==> config.mk <==
export PLATFORM = sky130hd
export DESIGN_NAME = rs232_tx_serializer
export DESIGN_NICKNAME = d
export VERILOG_FILES = /design/src/rtl/rs232_pkg.sv /design/src/rtl/rs232_baud_tick.sv /design/src/rtl/rs232_tx_serializer.sv
export SDC_FILE = /design/constraint.sdc
export NUM_CORES = 1
export LEC_CHECK = 0
export CORE_MARGIN = 3
export CORE_UTILIZATION = 25
export CTS_BUF_LIST = sky130_fd_sc_hd__clkbuf_4 sky130_fd_sc_hd__clkbuf_8
export CTS_CLUSTER_DIAMETER = 40
export DETAILED_ROUTE_END_ITERATION = 7
export HOLD_SLACK_MARGIN = 0.05
export MAX_ROUTING_LAYER = met4
export PLACE_DENSITY_LB_ADDON = 0.2
export SYNTH_ARGS = -nofsm -noshare
export SYNTH_HDL_FRONTEND = slang
export SYNTH_SLANG_ARGS = --single-unit
==> constraint.sdc <==
create_clock -name clk -period 2.4 [get_ports clk]
set_clock_uncertainty 0.05 [all_clocks]
set_input_delay 0.72 -clock clk [delete_from_list [all_inputs] [get_ports clk]]
set_output_delay 0.72 -clock clk [all_outputs]
set_load 0.1 [all_outputs]
==> src/rtl/rs232_pkg.sv <==
// Shared RS-232 definitions: transmit FSM state encoding and frame length helper,
// used by both the transmit and receive paths.
package rs232_pkg;

    typedef enum logic [1:0] {
        TX_IDLE,
        TX_START,
        TX_DATA,
        TX_STOP
    } tx_state_t;

    function automatic int frame_bits(input int data_width);
        return data_width + 2;
    endfunction

endpackage

==> src/rtl/rs232_baud_tick.sv <==
// Free-running bit-period counter: counts 0..BAUD_COUNT-1 and pulses tick on the last count.
// Holding clear keeps the counter at zero so the first bit after a load gets a full period.
module rs232_baud_tick #(
    parameter int BAUD_COUNT = 434
) (
    input  logic clk,
    input  logic reset,
    input  logic clear,
    output logic tick
);

    localparam int COUNT_WIDTH = (BAUD_COUNT > 1) ? $clog2(BAUD_COUNT) : 1;
    localparam logic [COUNT_WIDTH-1:0] LAST_COUNT = COUNT_WIDTH'(BAUD_COUNT - 1);

    logic [COUNT_WIDTH-1:0] count;

    always_ff @(posedge clk) begin
        if (reset || clear) begin
            count <= '0;
        end else if (count == LAST_COUNT) begin
            count <= '0;
        end else begin
            count <= count + COUNT_WIDTH'(1);
        end
    end

    assign tick = (count == LAST_COUNT);

endmodule

==> src/rtl/rs232_tx_serializer.sv <==
// RS-232 transmitter: start bit, DATA_WIDTH data bits LSB first, one stop bit.
// A one-word holding register lets the next frame follow the stop bit with no idle gap.
//   state    | meaning
//   TX_IDLE  | line high, waiting for a word
//   TX_START | start bit (0) on the line
//   TX_DATA  | data bits, bit_idx counts them
//   TX_STOP  | stop bit (1); at its end reload from holding/input or go idle
module rs232_tx_serializer
    import rs232_pkg::*;
#(
    parameter int BAUD_COUNT = 434,
    parameter int DATA_WIDTH = 8
) (
    input  logic                  clk,
    input  logic                  reset,
    input  logic [DATA_WIDTH-1:0] transmit_data,
    input  logic                  transmit_data_valid,
    output logic                  transmit_data_ready,
    output logic                  serial_data_out,
    output logic                  transmitting_data,
    output logic                  data_transmitted,
    output logic                  baud_clock
);

    localparam int SHIFT_WIDTH = frame_bits(DATA_WIDTH) - 1;
    localparam int IDX_WIDTH = $clog2(frame_bits(DATA_WIDTH));
    localparam logic [IDX_WIDTH-1:0] LAST_DATA_IDX = IDX_WIDTH'(DATA_WIDTH - 1);

    tx_state_t              state;
    logic [SHIFT_WIDTH-1:0] shifter;
    logic [DATA_WIDTH-1:0]  hold_data;
    logic                   hold_full;
    logic [IDX_WIDTH-1:0]   bit_idx;

    logic                   tick;
    logic                   baud_clear;
    logic                   accept;
    logic                   frame_end;
    logic                   load_hold;
    logic                   load_input;
    logic                   load;
    logic                   to_hold;
    logic                   hold_full_next;
    logic [DATA_WIDTH-1:0]  load_word;

    assign baud_clear = (state == TX_IDLE);

    rs232_baud_tick #(
        .BAUD_COUNT(BAUD_COUNT)
    ) u_baud_tick (
        .clk  (clk),
        .reset(reset),
        .clear(baud_clear),
        .tick (tick)
    );

    // A buffered word always wins the stop-bit reload; ready is low then, so no new word competes.
    always_comb begin
        accept         = transmit_data_valid && transmit_data_ready;
        frame_end      = (state == TX_STOP) && tick;
        load_hold      = frame_end && hold_full;
        load_input     = accept && !hold_full && ((state == TX_IDLE) || frame_end);
        to_hold        = accept && !load_input;
        load           = load_hold || load_input;
        load_word      = load_hold ? hold_data : transmit_data;
        hold_full_next = to_hold || (hold_full && !load_hold);
    end

    assign data_transmitted = frame_end;
    assign baud_clock       = tick;

    always_ff @(posedge clk) begin
        if (reset) begin
            state               <= TX_IDLE;
            shifter             <= '1;
            bit_idx             <= '0;
            hold_data           <= '0;
            hold_full           <= 1'b0;
            serial_data_out     <= 1'b1;
            transmitting_data   <= 1'b0;
            transmit_data_ready <= 1'b0;
        end else begin
            if (to_hold) begin
                hold_data <= transmit_data;
            end
            hold_full           <= hold_full_next;
            transmit_data_ready <= !hold_full_next;

            case (state)
                TX_IDLE: begin
                    if (load) begin
                        state             <= TX_START;
                        serial_data_out   <= 1'b0;
                        shifter           <= {1'b1, load_word};
                        transmitting_data <= 1'b1;
                    end
                end
                TX_START: begin
                    if (tick) begin
                        state           <= TX_DATA;
                        bit_idx         <= '0;
                        serial_data_out <= shifter[0];
                        shifter         <= {1'b1, shifter[SHIFT_WIDTH-1:1]};
                    end
                end
                TX_DATA: begin
                    if (tick) begin
                        serial_data_out <= shifter[0];
                        shifter         <= {1'b1, shifter[SHIFT_WIDTH-1:1]};
                        if (bit_idx == LAST_DATA_IDX) begin
                            state <= TX_STOP;
                        end else begin
                            bit_idx <= bit_idx + IDX_WIDTH'(1);
                        end
                    end
                end
                TX_STOP: begin
                    if (tick) begin
                        if (load) begin
                            state           <= TX_START;
                            serial_data_out <= 1'b0;
                            shifter         <= {1'b1, load_word};
                        end else begin
                            state             <= TX_IDLE;
                            serial_data_out   <= 1'b1;
                            transmitting_data <= 1'b0;
                        end
                    end
                end
                default: begin
                    state <= TX_IDLE;
                end
            endcase
        end
    end

endmodule

==> Word level (Yosys, flattened, before mapping) <==
Cells that the tools add are included.
{ "classes": {"addsub": 2, "mul": 0, "n_div": 0, "magnitude_cmp": 0, "eq_ne": 13, "shift": 0, "n_mux": 25, "bitwise": 0, "n_reduce_logical": 25} }
{ "ops": {"columns": ["op", "count"], "rows": [
  ["$mux 9", 3],
  ["$pmux 9 s3", 1],
  ["$ne 2x2->1 const B", 7],
  ["$mux 4", 3],
  ["$mux 2", 5],
  ["$add 9x1->9 const B", 1],
  ["$eq 9x9->1 const B", 1],
  ["$mux 1", 8],
  ["$mux 8", 1],
  ["$pmux 2 s4", 1],
  ["$pmux 4 s2", 1],
  ["$reduce_and 4->1", 2],
  ["$logic_and 1x1->1", 7],
  ["$reduce_and 5->1", 1],
  ["$add 4x1->4 const B", 1],
  ["$eq 2x2->1 const B", 2],
  ["$eq 4x3->1 const B", 1],
  ["$logic_not 1->1", 4],
  ["$logic_or 1x1->1", 4],
  ["$reduce_bool 2->1", 2],
  ["$reduce_or 2->1", 2],
  ["$pmux 1 s3", 1],
  ["$reduce_and 3->1", 1],
  ["$eq 2x1->1 const B", 1],
  ["4 further kinds", 4]
]} }
{ "totals": {"regBits": 36, "latchBits": 0, "mem_bits_rw": 0, "romBits": 0, "in_bits": 11, "wordCells": 74, "n_memories": 0} }

==> Logic depth before layout (Yosys ltp) <==
{ "logic_depth": {"word_depth": 8, "mapped_depth": 8, "mapped_depth_nobuf": 7} }

==> Modules after synthesis <==
From an unflattened synthesis, not the netlist that was laid out.
{ "hier_totals": {"cells_unflattened": 222, "hier_area_um2": 1886.8} }
{ "modules_own_cells": {"columns": ["module", "instances", "cells_each", "area_per_inst_um2"], "rows": [
  ["rs232_tx_serializer", 1, 176, 1472.7],
  ["rs232_baud_tick", 1, 46, 414.1]
]} }

==> Worst setup path before layout <==
Ideal clock, no wire load.
{ "synth_path": {"kind": "reg2out", "startpoint": "register u_baud_tick.count[0]", "endpoint": "output port data_transmitted", "arrival_ns": 2.171, "setup_slack_ns": -0.541, "path_stages_with_launch": 5, "path_buffers": 0, "cell_sequence": "dfxtp_1 ha_1 and4b_2 nand2_4 nor2_1"} }
{ "synth_via": {"elab_chain_len": 2} }
{ "synth_lines": {"columns": ["item", "line", "source"], "rows": [
  ["start, declared", "rs232_baud_tick.sv:15", "logic [COUNT_WIDTH-1:0] count;"],
  ["start signal, assigned", "rs232_baud_tick.sv:23", "count <= count + COUNT_WIDTH'(1);"],
  ["$eq 9x9->1", "rs232_baud_tick.sv:27", "assign tick = (count == LAST_COUNT);"],
  ["$logic_and 1x1->1", "rs232_tx_serializer.sv:60", "frame_end = (state == TX_STOP) && tick;"],
  ["end, declared", "rs232_tx_serializer.sv:21", "output logic data_transmitted,"]
]} }
Every way passes these cells.

==> Worst setup path after layout <==
{ "layout_path": {"startpoint": "register u_baud_tick.count[1]", "endpoint": "output port baud_clock"} }
{ "layout_via": {"elab_chain_len": 1} }
{ "layout_lines": {"columns": ["item", "line", "source"], "rows": [
  ["$eq 9x9->1", "rs232_baud_tick.sv:27", null],
  ["end, declared", "rs232_tx_serializer.sv:22", "output logic baud_clock"]
]} }
Every way passes these cells.

==> results by group <==
Outcome
  – Status: finished clean

Drt
  – Post-DRT Antenna Nets: 0
  – Post-Route WL: 4840 um
  – DRT iter0 DRCs: 103
  – Drt first pass iters: 4
  – DR WL met3: 202 um
  – M1 WL: 2530 um
  – DR vias: 1,715
  – DR top layer: met4
  – Vias per cell: 5.03
  – DRC: 0
  – Metal2 WL: 2020 um
  – Routed len/inst: 14.2 um

Yosys
  – Post-synth ARST share: 0%
  – EDFF count, synth: 0
  – Register area share after synthesis: 35.6%
  – Synth Instances: 219
  – Net Count, Synth: 237
  – Most common flop cell mapped by yosys: dfxtp_1
  – Mapped Area: 1970 um2
  – YS warnings: 0
  – Avg Inst Size Synth: 8.99 um2
  – Yosys cell types: 56
  – Post-synthesis register bit count: 35

Setup path
  – Critical Path Start Type: flip-flop
  – Data required time of the worst path: 1.63 ns
  – Kind of critical path: reg2out
  – Crit-path max FO: 8
  – CP Data Arrival Time: 1.52 ns
  – Slowest CP cell: dfxtp_2
  – Crit. End Element: output pin
  – Reg2Reg Setup Slack: 0.32 ns
  – Critical path, cell by cell: inv_1 > ha_1 > and4b_2 > nand2_4 > inv_6 > buf_12
  – Worst path max stage delay: 0.36 ns

STA
  – Pins Over Slew Limit: 0
  – Tcrit/Tclk final: 95.4%
  – TNS Setup: 0 ns
  – # setup viols final: 0
  – Rel. slew slack: 59.2%
  – Worst-Margin Slew: 0.612 ns
  – Max Clk Rate: 0.437 GHz
  – Hold Fails Final Rpt: 0
  – Post-layout min period: 2.29 ns
  – RSZ-0062 raised after global routing: false

CTS
  – Clk Latency, worst-skew pair: 0.29 ns
  – CTS tree: done
  – Clk pin slew, worst setup/hold paths: 0.08 ns
  – Hold buffer count at CTS: 0
  – H-tree levels: 2
  – Clk sinks: 35
  – CTS max path bufs: 2
  – Clock root buffer master: clkbuf_8
  – Inserted Clock Buffers: 5

Cells and area
  – Most frequent cells in the layout: dfxtp_1, nand2_1, buf_4
  – Core Util, Final: 32.3%
  – Multi-input logic area: 1150 um2
  – Ant. Diodes: 0
  – Design Area, Final: 2400 um2
  – Sequential cell area: 703 um2
  – Nets@finish: 259
  – Most common cell after layout, fill and taps aside: dfxtp_1
  – Fill cell count: 827
  – Layout cells sized above 1: 18.6%
  – Area grow syn2layout: 22.1%

Floorplan
  – Die X: 94.8 um
  – Core area: 7450 um2
  – Die Area: 8980 um2
  – Die Ht: 94.8 um
  – IO Pins: 16
  – Initial Util: 26.4%
  – Site Rows: 31

Global route
  – GRT Overall Usage: 12.0%
  – Initial antenna violation count: 0
  – Final global-route overflow total: 0
  – First-pass GRT wire length: 8200 um
  – Number of global-route vias before repair: 1,672
  – Largest net degree at the start of global routing: 28

Flow run
  – Max_cap viols: 0

Placed design
  – Routability cong.: 0.725
  – DP Area: 2270 um2
  – I/O Buffers: 15
  – Post-detail-place hpwl: 3410 um

Power
  – VDD IR max: 478 uV
  – Pwr per Cell Area: 933 nW/um2
  – Leakage Power: 0.857 nW

Min path
  – Worst hold path type: reg2reg
[power breakdown]
| group | internal (mW) | leakage [nW] | switching (mW) | total [mW] |
|---|---|---|---|---|
| clock network | 0.336 | 0.0612 | 0.233 | 0.569 |
| logic | 0.366 | 0.510 | 0.560 | 0.926 |
| registers | 0.680 | 0.286 | 0.0686 | 0.749 |
[sequential cells by signal, indices dropped and copies added (netlist names)]
name,cells
bit_idx,4
hold_data,8
hold_full,1
serial_data_out,1
shifter,8
state,2
transmit_data_ready,1
transmitting_data,1
u_baud_tick.count,9
[path summary, 6_finish.rpt]
path,depth (start not counted),to,start
setup / recovery,6,baud_clock,u_baud_tick.count[1]$_SDFF_PP0_
hold / removal,1,u_baud_tick.count[0]$_SDFF_PP0_,u_baud_tick.count[0]$_SDFF_PP0_
hold reg to reg,1,u_baud_tick.count[0]$_SDFF_PP0_,u_baud_tick.count[0]$_SDFF_PP0_
setup reg to reg,6,shifter[1]$_SDFFE_PP1P_,state[1]$_SDFFE_PP0P_
[logic make-up (layout without fill, tap and decap cells)]
kind of cell,count (synthesis),count (layout),share of synthesized area [%]
xor+xnor,7,7,3.11
mux,9,9,4.57
compound gates,53,53,22.7
flops,35,35,35.6
simple gates,83,83,22.9
buf+inv,25,48,6.61
fa+ha+maj,7,7,4.45
[per-stage QoR]
stage | setup WS, ns | cells | power [mW] | hold WS [ns]
final | 0.110 | 341 | 2.24 | 0.408
after global routing | 0.0123 | 341 | 2.40 | 0.441
after CTS | 0.00695 | 340 | 2.26 | 0.413
after detailed placement | 0.0131 | 332 | 1.68 | 0.399
after global placement | 0.0372 | 332 | 1.68 | 0.399
after floorplan | 0.234 | 219 | 1.45 | 0.382
[worst max-delay path: cells and delay by family (launching register included)]
family / cells / cell delay, ns
buffers and inverters: 3 / 0.27
and+or+nand+nor: 2 / 0.40
adders and majority gates: 1 / 0.18
DFF: 1 / 0.36
[cells in the mapped netlist, types with 2 or more instances]
| cell type | n | area, um2 |
|---|---|---|
| a31oi_1 | 2 | 12.5 |
| nand3_1 | 4 | 20.0 |
| nand2b_1 | 7 | 43.8 |
| xnor2_1 | 6 | 52.6 |
| inv_2 | 2 | 7.51 |
| o311ai_1 | 2 | 17.5 |
| inv_1 | 9 | 33.8 |
| a32oi_1 | 2 | 17.5 |
| clkbuf_1 | 5 | 18.8 |
| o221ai_1 | 7 | 61.3 |
| or3_1 | 3 | 18.8 |
| buf_6 | 4 | 45.0 |
| dfxtp_1 | 35 | 701 |
| nand3b_1 | 2 | 15.0 |
| a21oi_1 | 7 | 35.0 |
| nor3_1 | 2 | 10.0 |
| ha_1 | 7 | 87.6 |
| a311o_1 | 7 | 70.1 |
| nor3_2 | 2 | 20.0 |
| nor2_1 | 17 | 63.8 |
| or4_1 | 2 | 15.0 |
| o21ai_0 | 5 | 25.0 |
| mux2i_1 | 9 | 90.1 |
| a31o_2 | 2 | 17.5 |
| nand2_1 | 29 | 109 |
| o311ai_0 | 4 | 35.0 |
| nand4_1 | 3 | 18.8 |
| buf_2 | 5 | 25.0 |
[area by class of cell]
class / instances / area share, %
multi-input cells: 159 / 47.7
flip-flops and latches: 35 / 29.2
repair buffers: 29 / 11.1
well taps: 99 / 5.15
clock buffers: 6 / 3.43
inverters: 11 / 1.93
clock inverters: 2 / 1.46
[per-layer routing]
layer	track usage [%]	vias to the layer above
li1	-	854
met1	16.1	821
met2	17.8	32
met3	2.95	8
met4	3.85	0
met5	-	-
[repair_timing]
action,CTS,global route
setup buffers,0,1
pin swaps,0,1
setup endpoints to repair,1,2
resized for setup,2,2
Power figures use the tool's default switching activity.
